File: config.mk
export PLATFORM = sky130hd
export DESIGN_NAME = led_7seg_scan_flat
export DESIGN_NICKNAME = d
export VERILOG_FILES = /design/src/rtl/led_7seg_pkg.sv /design/src/rtl/led_7seg_scan_if.sv /design/src/rtl/led_7seg_decode.sv /design/src/rtl/led_7seg_scan.sv /design/src/flat_wrapper.sv
export SDC_FILE = /design/constraint.sdc
export NUM_CORES = 1
export LEC_CHECK = 0
export ABC_AREA = 0
export CAP_MARGIN = 5
export CORE_MARGIN = 4
export CORE_UTILIZATION = 38
export CTS_BUF_LIST = sky130_fd_sc_hd__clkbuf_4 sky130_fd_sc_hd__clkbuf_8 sky130_fd_sc_hd__clkbuf_16
export DETAILED_ROUTE_END_ITERATION = 12
export REMOVE_ABC_BUFFERS = 1
export SLEW_MARGIN = 40
export SYNTH_ARGS = -nofsm -noshare
export SYNTH_HDL_FRONTEND = slang
export SYNTH_SLANG_ARGS = --single-unit
File: constraint.sdc
create_clock -name clk -period 2.2 [get_ports clk]
set_input_delay 0.44 -clock clk [delete_from_list [all_inputs] [get_ports clk]]
set_output_delay 0.44 -clock clk [all_outputs]
set_load 0.005 [all_outputs]
File: src/rtl/led_7seg_pkg.sv
// -----------------------------------------------------------------------------
// led_7seg_pkg
// Shared types and constants for the multiplexed 7-segment driver.
//   seg_t      : segment vector {g,f,e,d,c,b,a}, always active-high here
//   SEG_DASH   : only segment g lit
//   SEG_BLANK  : every segment off
//   HEX_TABLE  : glyphs for codes 0-F (0-9, A, b, C, d, E, F)
// -----------------------------------------------------------------------------
package led_7seg_pkg;

    typedef logic [6:0] seg_t;

    localparam seg_t SEG_DASH  = 7'b1000000;
    localparam seg_t SEG_BLANK = 7'b0000000;

    // Index 0 is the first element of the aggregate.
    localparam seg_t HEX_TABLE [16] = '{
        7'h3F, 7'h06, 7'h5B, 7'h4F,
        7'h66, 7'h6D, 7'h7D, 7'h07,
        7'h7F, 7'h6F, 7'h77, 7'h7C,
        7'h39, 7'h5E, 7'h79, 7'h71
    };

endpackage

File: src/rtl/led_7seg_scan_if.sv
// -----------------------------------------------------------------------------
// led_7seg_scan_if
// This interface bundles the datapath-side load bus and the board-side pins of the scanner.
//   load       : capture data_in / blank_mask on this clock edge
//   data_in    : nibble i drives digit i (digit 0 is the least significant)
//   blank_mask : 1 forces digit i blank
//   seg        : segment pins {g,f,e,d,c,b,a}, in the polarity chosen by the scanner
//   an         : digit enable pins, in the polarity chosen by the scanner
// The master modport is the datapath side; the slave modport is the scanner.
// -----------------------------------------------------------------------------
interface led_7seg_scan_if
    import led_7seg_pkg::*;
#(
    parameter int NUM_DIGITS = 4
);

    logic                    load;
    logic [4*NUM_DIGITS-1:0] data_in;
    logic [NUM_DIGITS-1:0]   blank_mask;
    seg_t                    seg;
    logic [NUM_DIGITS-1:0]   an;

    modport master (output load, output data_in, output blank_mask,
                    input  seg,  input  an);

    modport slave  (input  load, input  data_in, input  blank_mask,
                    output seg,  output an);

endinterface

File: src/rtl/led_7seg_decode.sv
// -----------------------------------------------------------------------------
// led_7seg_decode
// This module is a combinational nibble-to-glyph decoder. Its output is active-high.
//   nibble   : code to display
//   hex_mode : 1 shows codes 10-15 as A,b,C,d,E,F; 0 shows them as a dash
//   seg      : segment pattern {g,f,e,d,c,b,a}
// -----------------------------------------------------------------------------
module led_7seg_decode
    import led_7seg_pkg::*;
(
    input  logic [3:0] nibble,
    input  logic       hex_mode,
    output seg_t       seg
);

    // The decoder looks up the table first. Outside hex mode, any code above 9 is replaced by a dash.
    always_comb begin
        seg = HEX_TABLE[nibble];
        if (!hex_mode && (nibble > 4'd9)) begin
            seg = SEG_DASH;
        end
    end

endmodule

File: src/rtl/led_7seg_scan.sv
// -----------------------------------------------------------------------------
// led_7seg_scan
// This is the time-multiplexed driver for NUM_DIGITS 7-segment digits that share one set of segment lines.
// A load captures a packed nibble vector and a blank mask into shadow registers.
// A prescaler then steps a digit index once every SCAN_DIV clocks.
// The seg and an outputs are registered from the index and the shadow registers.
//   clk  : system clock
//   rst  : synchronous reset, active-high
//   bus  : led_7seg_scan_if.slave (load, data_in, blank_mask in; seg, an out)
// Parameters: NUM_DIGITS (1..8), SCAN_DIV (>=2), HEX_MODE, ACTIVE_LOW.
// Optional feature: define LED_7SEG_LZB_EN to enable leading-zero blanking.
// The blanking is computed from shadow data, and digit 0 is never blanked by it.
// -----------------------------------------------------------------------------
module led_7seg_scan
    import led_7seg_pkg::*;
#(
    parameter int NUM_DIGITS = 4,
    parameter int SCAN_DIV   = 50000,
    parameter int HEX_MODE   = 1,
    parameter int ACTIVE_LOW = 1
)(
    input  logic              clk,
    input  logic              rst,
    led_7seg_scan_if.slave    bus
);

    localparam int CNT_W = (SCAN_DIV > 1)   ? $clog2(SCAN_DIV)   : 1;
    localparam int IDX_W = (NUM_DIGITS > 1) ? $clog2(NUM_DIGITS) : 1;

    localparam logic [CNT_W-1:0] PRE_LAST = CNT_W'(SCAN_DIV - 1);
    localparam logic [IDX_W-1:0] IDX_LAST = IDX_W'(NUM_DIGITS - 1);

    // The reset pin values are a dash on digit 0, already expressed in the output polarity.
    localparam seg_t                  SEG_RST = (ACTIVE_LOW != 0) ? ~SEG_DASH : SEG_DASH;
    localparam logic [NUM_DIGITS-1:0] AN_RST  = (ACTIVE_LOW != 0) ? ~NUM_DIGITS'(1)
                                                                  : NUM_DIGITS'(1);

    logic [CNT_W-1:0]        prescaler_d, prescaler_q;
    logic [IDX_W-1:0]        idx_d, idx_q;
    logic [4*NUM_DIGITS-1:0] data_d, data_q;
    logic [NUM_DIGITS-1:0]   mask_d, mask_q;
    seg_t                    seg_d, seg_q;
    logic [NUM_DIGITS-1:0]   an_d, an_q;

    logic [3:0]              cur_nibble;
    seg_t                    dec_seg;
    seg_t                    seg_raw;
    logic [NUM_DIGITS-1:0]   an_raw;
    logic [NUM_DIGITS-1:0]   lzb_vec;
    logic [NUM_DIGITS-1:0]   blank_vec;

    // This block computes the next state.
    // The prescaler wraps at the end of each slot, and the digit index advances at that same moment.
    // A load updates the shadow registers independently of the slot advance.
    // If both happen on the same edge, the newly selected digit already sees the new data.
    always_comb begin
        prescaler_d = prescaler_q + CNT_W'(1);
        idx_d       = idx_q;
        data_d      = data_q;
        mask_d      = mask_q;
        if (prescaler_q == PRE_LAST) begin
            prescaler_d = '0;
            idx_d       = (idx_q == IDX_LAST) ? '0 : idx_q + IDX_W'(1);
        end
        if (bus.load) begin
            data_d = bus.data_in;
            mask_d = bus.blank_mask;
        end
    end

`ifdef LED_7SEG_LZB_EN
    logic upper_zero;

    // This block implements leading-zero blanking.
    // It walks down from the most significant digit, and keeps blanking while every nibble seen so far is zero.
    // Digit 0 is excluded so that a value of zero still shows "0".
    always_comb begin
        lzb_vec    = '0;
        upper_zero = 1'b1;
        for (int i = NUM_DIGITS - 1; i >= 1; i--) begin
            upper_zero = upper_zero && (data_q[4*i +: 4] == 4'd0);
            lzb_vec[i] = upper_zero;
        end
    end
`else
    assign lzb_vec = '0;
`endif

    assign blank_vec  = mask_q | lzb_vec;
    assign cur_nibble = data_q[4*idx_q +: 4];

    led_7seg_decode u_decode (
        .nibble   (cur_nibble),
        .hex_mode (HEX_MODE != 0),
        .seg      (dec_seg)
    );

    // This block builds the pin values for the next cycle.
    // In the first cycle of every slot (prescaler at zero) all enables are dropped.
    // This stops the previous digit's pattern ghosting onto the new digit.
    // The polarity inversion is applied last, so all the logic above it works active-high.
    always_comb begin
        seg_raw = blank_vec[idx_q] ? SEG_BLANK : dec_seg;
        an_raw  = (prescaler_q == '0) ? '0 : (NUM_DIGITS'(1) << idx_q);
        seg_d   = (ACTIVE_LOW != 0) ? ~seg_raw : seg_raw;
        an_d    = (ACTIVE_LOW != 0) ? ~an_raw  : an_raw;
    end

    // This block holds all state registers. A reset mid-scan restarts at digit 0 with a full slot.
    always_ff @(posedge clk) begin
        if (rst) begin
            prescaler_q <= '0;
            idx_q       <= '0;
            data_q      <= '0;
            mask_q      <= '0;
            seg_q       <= SEG_RST;
            an_q        <= AN_RST;
        end else begin
            prescaler_q <= prescaler_d;
            idx_q       <= idx_d;
            data_q      <= data_d;
            mask_q      <= mask_d;
            seg_q       <= seg_d;
            an_q        <= an_d;
        end
    end

    assign bus.seg = seg_q;
    assign bus.an  = an_q;

endmodule

File: src/flat_wrapper.sv
// flat-port wrapper written by rule: the top's interface ports become plain ports
module led_7seg_scan_flat import led_7seg_pkg::*;
#(
    parameter int NUM_DIGITS = 4,
    parameter int SCAN_DIV   = 50000,
    parameter int HEX_MODE   = 1,
    parameter int ACTIVE_LOW = 1
)
  (clk, rst, bus_load, bus_data_in, bus_blank_mask, bus_seg, bus_an);
  led_7seg_scan_if #(.NUM_DIGITS(NUM_DIGITS)) bus_i ();
  input  logic clk;
  input  logic rst;
  input wire logic [$bits(bus_i.load)-1:0] bus_load;
  input wire logic [$bits(bus_i.data_in)-1:0] bus_data_in;
  input wire logic [$bits(bus_i.blank_mask)-1:0] bus_blank_mask;
  output wire logic [$bits(bus_i.seg)-1:0] bus_seg;
  output wire logic [$bits(bus_i.an)-1:0] bus_an;
  assign bus_i.load = bus_load;
  assign bus_i.data_in = bus_data_in;
  assign bus_i.blank_mask = bus_blank_mask;
  assign bus_seg = bus_i.seg;
  assign bus_an = bus_i.an;
  led_7seg_scan #(.NUM_DIGITS(NUM_DIGITS), .SCAN_DIV(SCAN_DIV), .HEX_MODE(HEX_MODE), .ACTIVE_LOW(ACTIVE_LOW)) u_core (.clk(clk), .rst(rst), .bus(bus_i));
endmodule
# Yosys cells after proc, flatten, opt, wreduce, memory -nomap -nowiden
# Memory sizes are Yosys's and may differ from the RTL's.
# Index checks and enable logic that the tools add are counted.
# W data, S select, Z words.
[totals]
mem_bits_ro = 112
latch_bits = 0
mem_bits_rw = 0
word_cells = 27
reg_bits = 49
memories = 1
inputBits = 23
[op_classes]
n_lt_le_gt_ge = 2
n_eq_ne = 2
div = 0
addsub = 2
n_shift = 2
mul = 0
n_bitwise = 3
muxes = 7
reduce_logical = 2
[mem_list]
columns = ["memory", "depth", "width", "rd", "rd_ports_with_merged_regs", "wr", "line", "source"]
rows = [
  ["(name not given)", 16, 7, 1, 0, 0, "led_7seg_decode.sv:18", "seg = HEX_TABLE[nibble];"],
]
[op_table]
columns = ["operator", "n"]
rows = [
  ["$mux W7", 3],
  ["$add A16 B1 Y16 const B", 1],
  ["$eq A16 B16 Y1 const B", 1],
  ["$logic_not A16 Y1", 1],
  ["$shiftx A16 B5 Y4", 1],
  ["$not A7 Y7", 1],
  ["$ge A5 B5 Y1 const B", 1],
  ["$not A4 Y5", 1],
  ["$mux W4", 1],
  ["$not A4 Y4", 1],
  ["$shl A1 B2 Y4 const A", 1],
  ["$lt A2 B3 Y1 const B", 1],
  ["$add A2 B1 Y2 const B", 1],
  ["$bmux W1 S2", 1],
  ["$eq A2 B2 Y1 const B", 1],
  ["$mux W2", 1],
  ["$reduce_or A2 Y1", 1],
  ["$mux W1", 1],
]

# Depth between registers and ports, before layout
[logic_depth]
depth_word = 7
depth_mapped = 8

# Hierarchy
# Synthesis repeated with hierarchy kept, for this count alone.
[hier_totals]
cells_unflattened = 249
hier_area_um2 = 2388.5
[modules_own_cells]
columns = ["module", "cells_each", "n_inst", "area_per_inst_um2"]
rows = [
  ["led_7seg_scan", 202, 1, 2021.9],
  ["led_7seg_decode", 47, 1, 366.6],
]

# Worst setup path before layout
# Ideal clock, no wire load.
[synth_timing]
path_type = "register to register"
start = "reg u_core.idx_q[0]"
end = "reg u_core.seg_q[3] (netlist: u_core.bus.seg[3])"
required_ns = 2.140
t_arrival_ns = 1.904
path_slack_ns = 0.236
stages_incl_launch_ff = 9
setup_ns = 0.060
period_less_slack_ns = 1.964
path_cell_list = "dfxtp_1 > buf_6 > mux4_1 > inv_1 > ha_1 > inv_1 > mux2i_1 > mux2_2 > nand2_1"
[synth_via]
elab_chain_cells = 7
elab_cells_between_ends = 9
[synth_lines]
columns = ["element", "line", "source"]
rows = [
  ["start, declared", "led_7seg_scan.sv:39", "logic [IDX_W-1:0] idx_d, idx_q;"],
  ["start signal, assigned", "led_7seg_scan.sv:120", "idx_q <= idx_d;"],
  ["$shiftx A16 B5 Y4", "led_7seg_scan.sv:90", "assign cur_nibble = data_q[4*idx_q +: 4];"],
  ["$not A4 Y5 (not written as such)", "led_7seg_decode.sv:18", ""],
  ["$mem_v2 Z16 W7", "n/a", ""],
  ["$mux W7 (not written as such) (2 in a row)", "led_7seg_decode.sv:18", ""],
  ["$mux W7 *", "led_7seg_scan.sv:103", "seg_raw = blank_vec[idx_q] ? SEG_BLANK : dec_seg;"],
  ["$not A7 Y7 *", "led_7seg_scan.sv:105", "seg_d = (ACTIVE_LOW != 0) ? ~seg_raw : seg_raw;"],
  ["end signal, assigned", "led_7seg_scan.sv:123", "seg_q <= seg_d;"],
  ["end, declared", "led_7seg_scan.sv:42", "seg_t seg_d, seg_q;"],
]
# Mark *: on every way between the ends. The rest lies on a longest branch, timed or not. The select of a mux whose other input is x is not followed.
# A chain may end at the register's enable or synchronous reset.

# Final worst setup path
# Ends and elaborated chain as after synthesis.

==> results.md <==
- The flow ran to the end, and the final reports show no timing, DRC or antenna violations.
- The number of hold violations in the final report was 0.
- Entering global routing, the biggest net connects 21 pins.
- The remaining routing DRC violations is 0.
- For flop-to-flop paths, the worst setup slack is ~0.23 ns.
- The slew at the pin closest to its max-slew limit is 0.5021 ns.
- After floorplanning, the core was divided into 27 placement rows.
- Buffers inserted to repair hold after CTS numbered 0.
- The maximum vdd ir drop is ~0.35 mV.
- The final core utilization is 49.32%.
- Setup violations remaining at the end of the flow were counted as 0.
- The data arrival time of the worst path is 2.21 ns.
- The tree is rooted in a sky130_fd_sc_hd__clkbuf_8.
- The chip width is 85.22 um.
- The TritonCTS clock tree is done.
- Setup repair after global routing left no endpoint under its margin.
- Power comes to 0.001824 W.
- The largest fanout on the critical path is 5.
- In this run the post-CTS setup repair buffer count came out at 0.
- The detailed router placed 1692 vias in this run.
- The H-tree depth is 2.
- The number of distinct standard cells referenced by the synthesized netlist is 39.
- The share of post-route cells with drive strength above 1 is 8.614%.
- Once detailed placement completed, the half-perimeter wirelength came to roughly 3.4 mm.
- The region available for standard cell placement spans 5642 um2.
- The area growth from synthesis to layout is 22.81%.
- The post-detailed-route wirelength per cell is 13.44 um.
- The shortest period the worst path allows is 1.968 ns.
- The data required time of the worst path is 2.44 ns.
- The final count of pins violating max slew was 0.
- The first routing iteration left 27 violations.
- The via count of the first global-routing pass is ~1700.
- For this design the ratio of total power to cell area is 655.3 nW/um2.
- The synthesized area is around 2300 um2.
- The synthesized instance count is around 230.
- The post-placement cell area is 2663 um2.
- The count of nets left with antenna violations once routing finished came out at 0.
- The clock latency on the worst-skew pair is approximately 0.29 ns.
- The via-per-instance ratio is 4.991.
- The global-route total usage across every layer is around an eighth.
- The commonest cells after synthesis are sky130_fd_sc_hd__dfxtp_1, sky130_fd_sc_hd__nor2_1, sky130_fd_sc_hd__mux2i_1.
- The count of buffers added on input and output ports is 33.
- In the final timing run, aggregate negative setup slack is 0 ns.
- Derived from the worst setup path, the maximum achievable clock frequency is around 0.5 GHz.
- In this run the tightest slew margin relative to its limit is 66.46%.
- Among all flip-flop cells after synthesis, the most frequent one is sky130_fd_sc_hd__dfxtp_1.
- The first global-routing pass estimated 7.707 mm of wire.
- Prior to clock tree synthesis, the placed netlist has a worst setup slack of 0.2258 ns.
- The layout has 507 filler cells.
- The initial antenna violation count is 0.
- The count of state elements after synthesis is 49.
- The number of synthesis warnings is 0.
- The proportion of register bits with asynchronous set or reset after synthesis is 0%.
- The cell taking the most area after synthesis is sky130_fd_sc_hd__dfxtp_1.
- The worst setup skew after layout is 0.004616 ns.
- Max-cap violations in this run came to 0.
- During I/O placement, the number of pins put on the boundary was 34.
- The die covers 7262 um2.
- Routability-driven placement finished with a final weighted congestion of 0.7477.
- Registers take between 900 and 1000 um2.
- Averaged over all synthesized cells, the footprint is 9.767 um2.
- The dominant cell by count in the synthesized netlist is sky130_fd_sc_hd__dfxtp_1.
- TritonCTS created 5 clock buffers.
- Clock tree synthesis found a total of between 40 and 50 sinks.
- The share of the yosys chip area belonging to registers is 43.29%.
- The count of TritonRoute iterations in the first routing pass is 4.
- The worst setup path is launched from a flop.
- The worst setup path is of the flop to flop kind.
- The number of buffers between clock root and the deepest sink is 2.
- The clock slew seen by the registers of the worst setup and hold paths is 0.08 ns.
- The area fraction of the dominant cell type after synthesis is 43.29%.
- The final period utilization is 89.45%.
- The final worst setup slack is 0.2320 ns.
- Summing all multi-input logic gate instances after layout gives 1182 um2.
- The type of the worst min-delay path is flop to flop.
- The worst setup path is captured at a flop.
- 0 antenna diodes ended up in the layout.
- The leakage power figure is 1.082 nW.
- The total wire length is 4.556 mm.
- Post-CTS repair changed the size of 0 cells.
- In this run, synthesis inferred 0 flip-flops with an integrated enable.
- With fillers left out, the area of the finished cells amounts to 2783 um2.
- In the final design database the tool counted 301 nets.
- In this run the vertical extent of the chip is roughly 85 um.
- Ranked by total cell area, the synthesized netlist is headed by sky130_fd_sc_hd__dfxtp_1, sky130_fd_sc_hd__mux2i_1, sky130_fd_sc_hd__ha_1.
- The initial standard-cell utilization of the core is 40.16%.
- For this run the aggregate overflow at the end of global routing stands at 0.
## cells by family after synthesis
group / Yosys count / share of synthesized area (%)
AO/OA/AOI/OAI: 20 / 5.356
XOR/XNOR: 12 / 4.639
adder cells (fa/ha/maj): 12 / 6.626
buffers and inverters: 22 / 4.528
flip-flops: 49 / 43.29
multiplexers: 34 / 18.00
AND/OR/NAND/NOR: 83 / 17.56
## through the flow
stage	hold WS, ns	instances
after floorplan	0.4514	221
after global placement	0.4735	331
after detailed placement	0.4786	331
after CTS	0.5021	339
after global routing	0.5328	339
final	0.4970	339
## critical path, cell delays in order, from the launching register on
cell                      delay (ns)
sky130_fd_sc_hd__dfxtp_1        0.38
sky130_fd_sc_hd__mux4_1         0.66
sky130_fd_sc_hd__inv_1          0.17
sky130_fd_sc_hd__ha_1           0.25
sky130_fd_sc_hd__inv_1          0.08
sky130_fd_sc_hd__mux2i_1        0.06
sky130_fd_sc_hd__mux2_2         0.26
sky130_fd_sc_hd__nand2_1        0.07
## layout by cell type, fill, tap and decap left out, drive strengths merged
cell type      count
or3                1
buf                5
xnor2              9
mux2               5
clkbuf             7
and3               3
nor2b              1
a31o               1
a21o               1
o211ai             2
clkdlybuf4s50     33
inv               11
a31oi              1
nand2b             2
bufinv             1
mux4               4
ha                12
and4               2
dfxtp             49
or2                2
nor4b              1
and2               1
nand2             10
nor3               5
nand3              9
o21ai              4
a21oi              8
o221ai             2
o22ai              1
nor4               5
mux2i             25
xor2               3
or4                1
nand4              4
nor2              36
## final cells by class
| cell class | count | area share (%) |
|---|---|---|
| multi-input cells | 161 | 42.49 |
| flip-flops and latches | 49 | 35.25 |
| repair buffers | 38 | 13.22 |
| clock buffers | 7 | 3.237 |
| well taps | 72 | 3.237 |
| inverters | 11 | 1.484 |
| clock inverters | 1 | 1.079 |
## state kept, by name, summed over array words and instances, names as in the netlist
register            count
u_core.data_q          16
u_core.prescaler_q     16
u_core.bus.seg          7
u_core.blank_vec        4
u_core.bus.an           4
u_core.idx_q            2
## where the power goes
group          total [W]  switching (W)  leakage (nW)  internal [W]
clock network   0.000661       0.000278        0.0619      0.000383
logic           0.000213      0.0000907         0.618      0.000123
registers       0.000949      0.0000211         0.402      0.000928
total            0.00182       0.000390          1.08       0.00143
## worst paths after layout
path	from	end	depth (start not counted)
setup reg to reg	u_core.idx_q[0]$_SDFFE_PP0N_	u_core.bus.seg[3]$_SDFF_PP1_	7
setup / recovery	u_core.idx_q[0]$_SDFFE_PP0N_	u_core.bus.seg[3]$_SDFF_PP1_	7
hold reg to reg	u_core.data_q[9]$_SDFFE_PP0P_	u_core.data_q[9]$_SDFFE_PP0P_	2
hold / removal	u_core.data_q[9]$_SDFFE_PP0P_	u_core.data_q[9]$_SDFFE_PP0P_	2
## routing by layer
metal	up-vias	share of wire, %	track usage, %
met3	6	6.7	4.563
met4	0	1.3	3.453
li1	870	-	-
met2	35	43	20.27
met1	781	49	16.86
met5	-	0	0
Power figures use the tool's default switching activity.
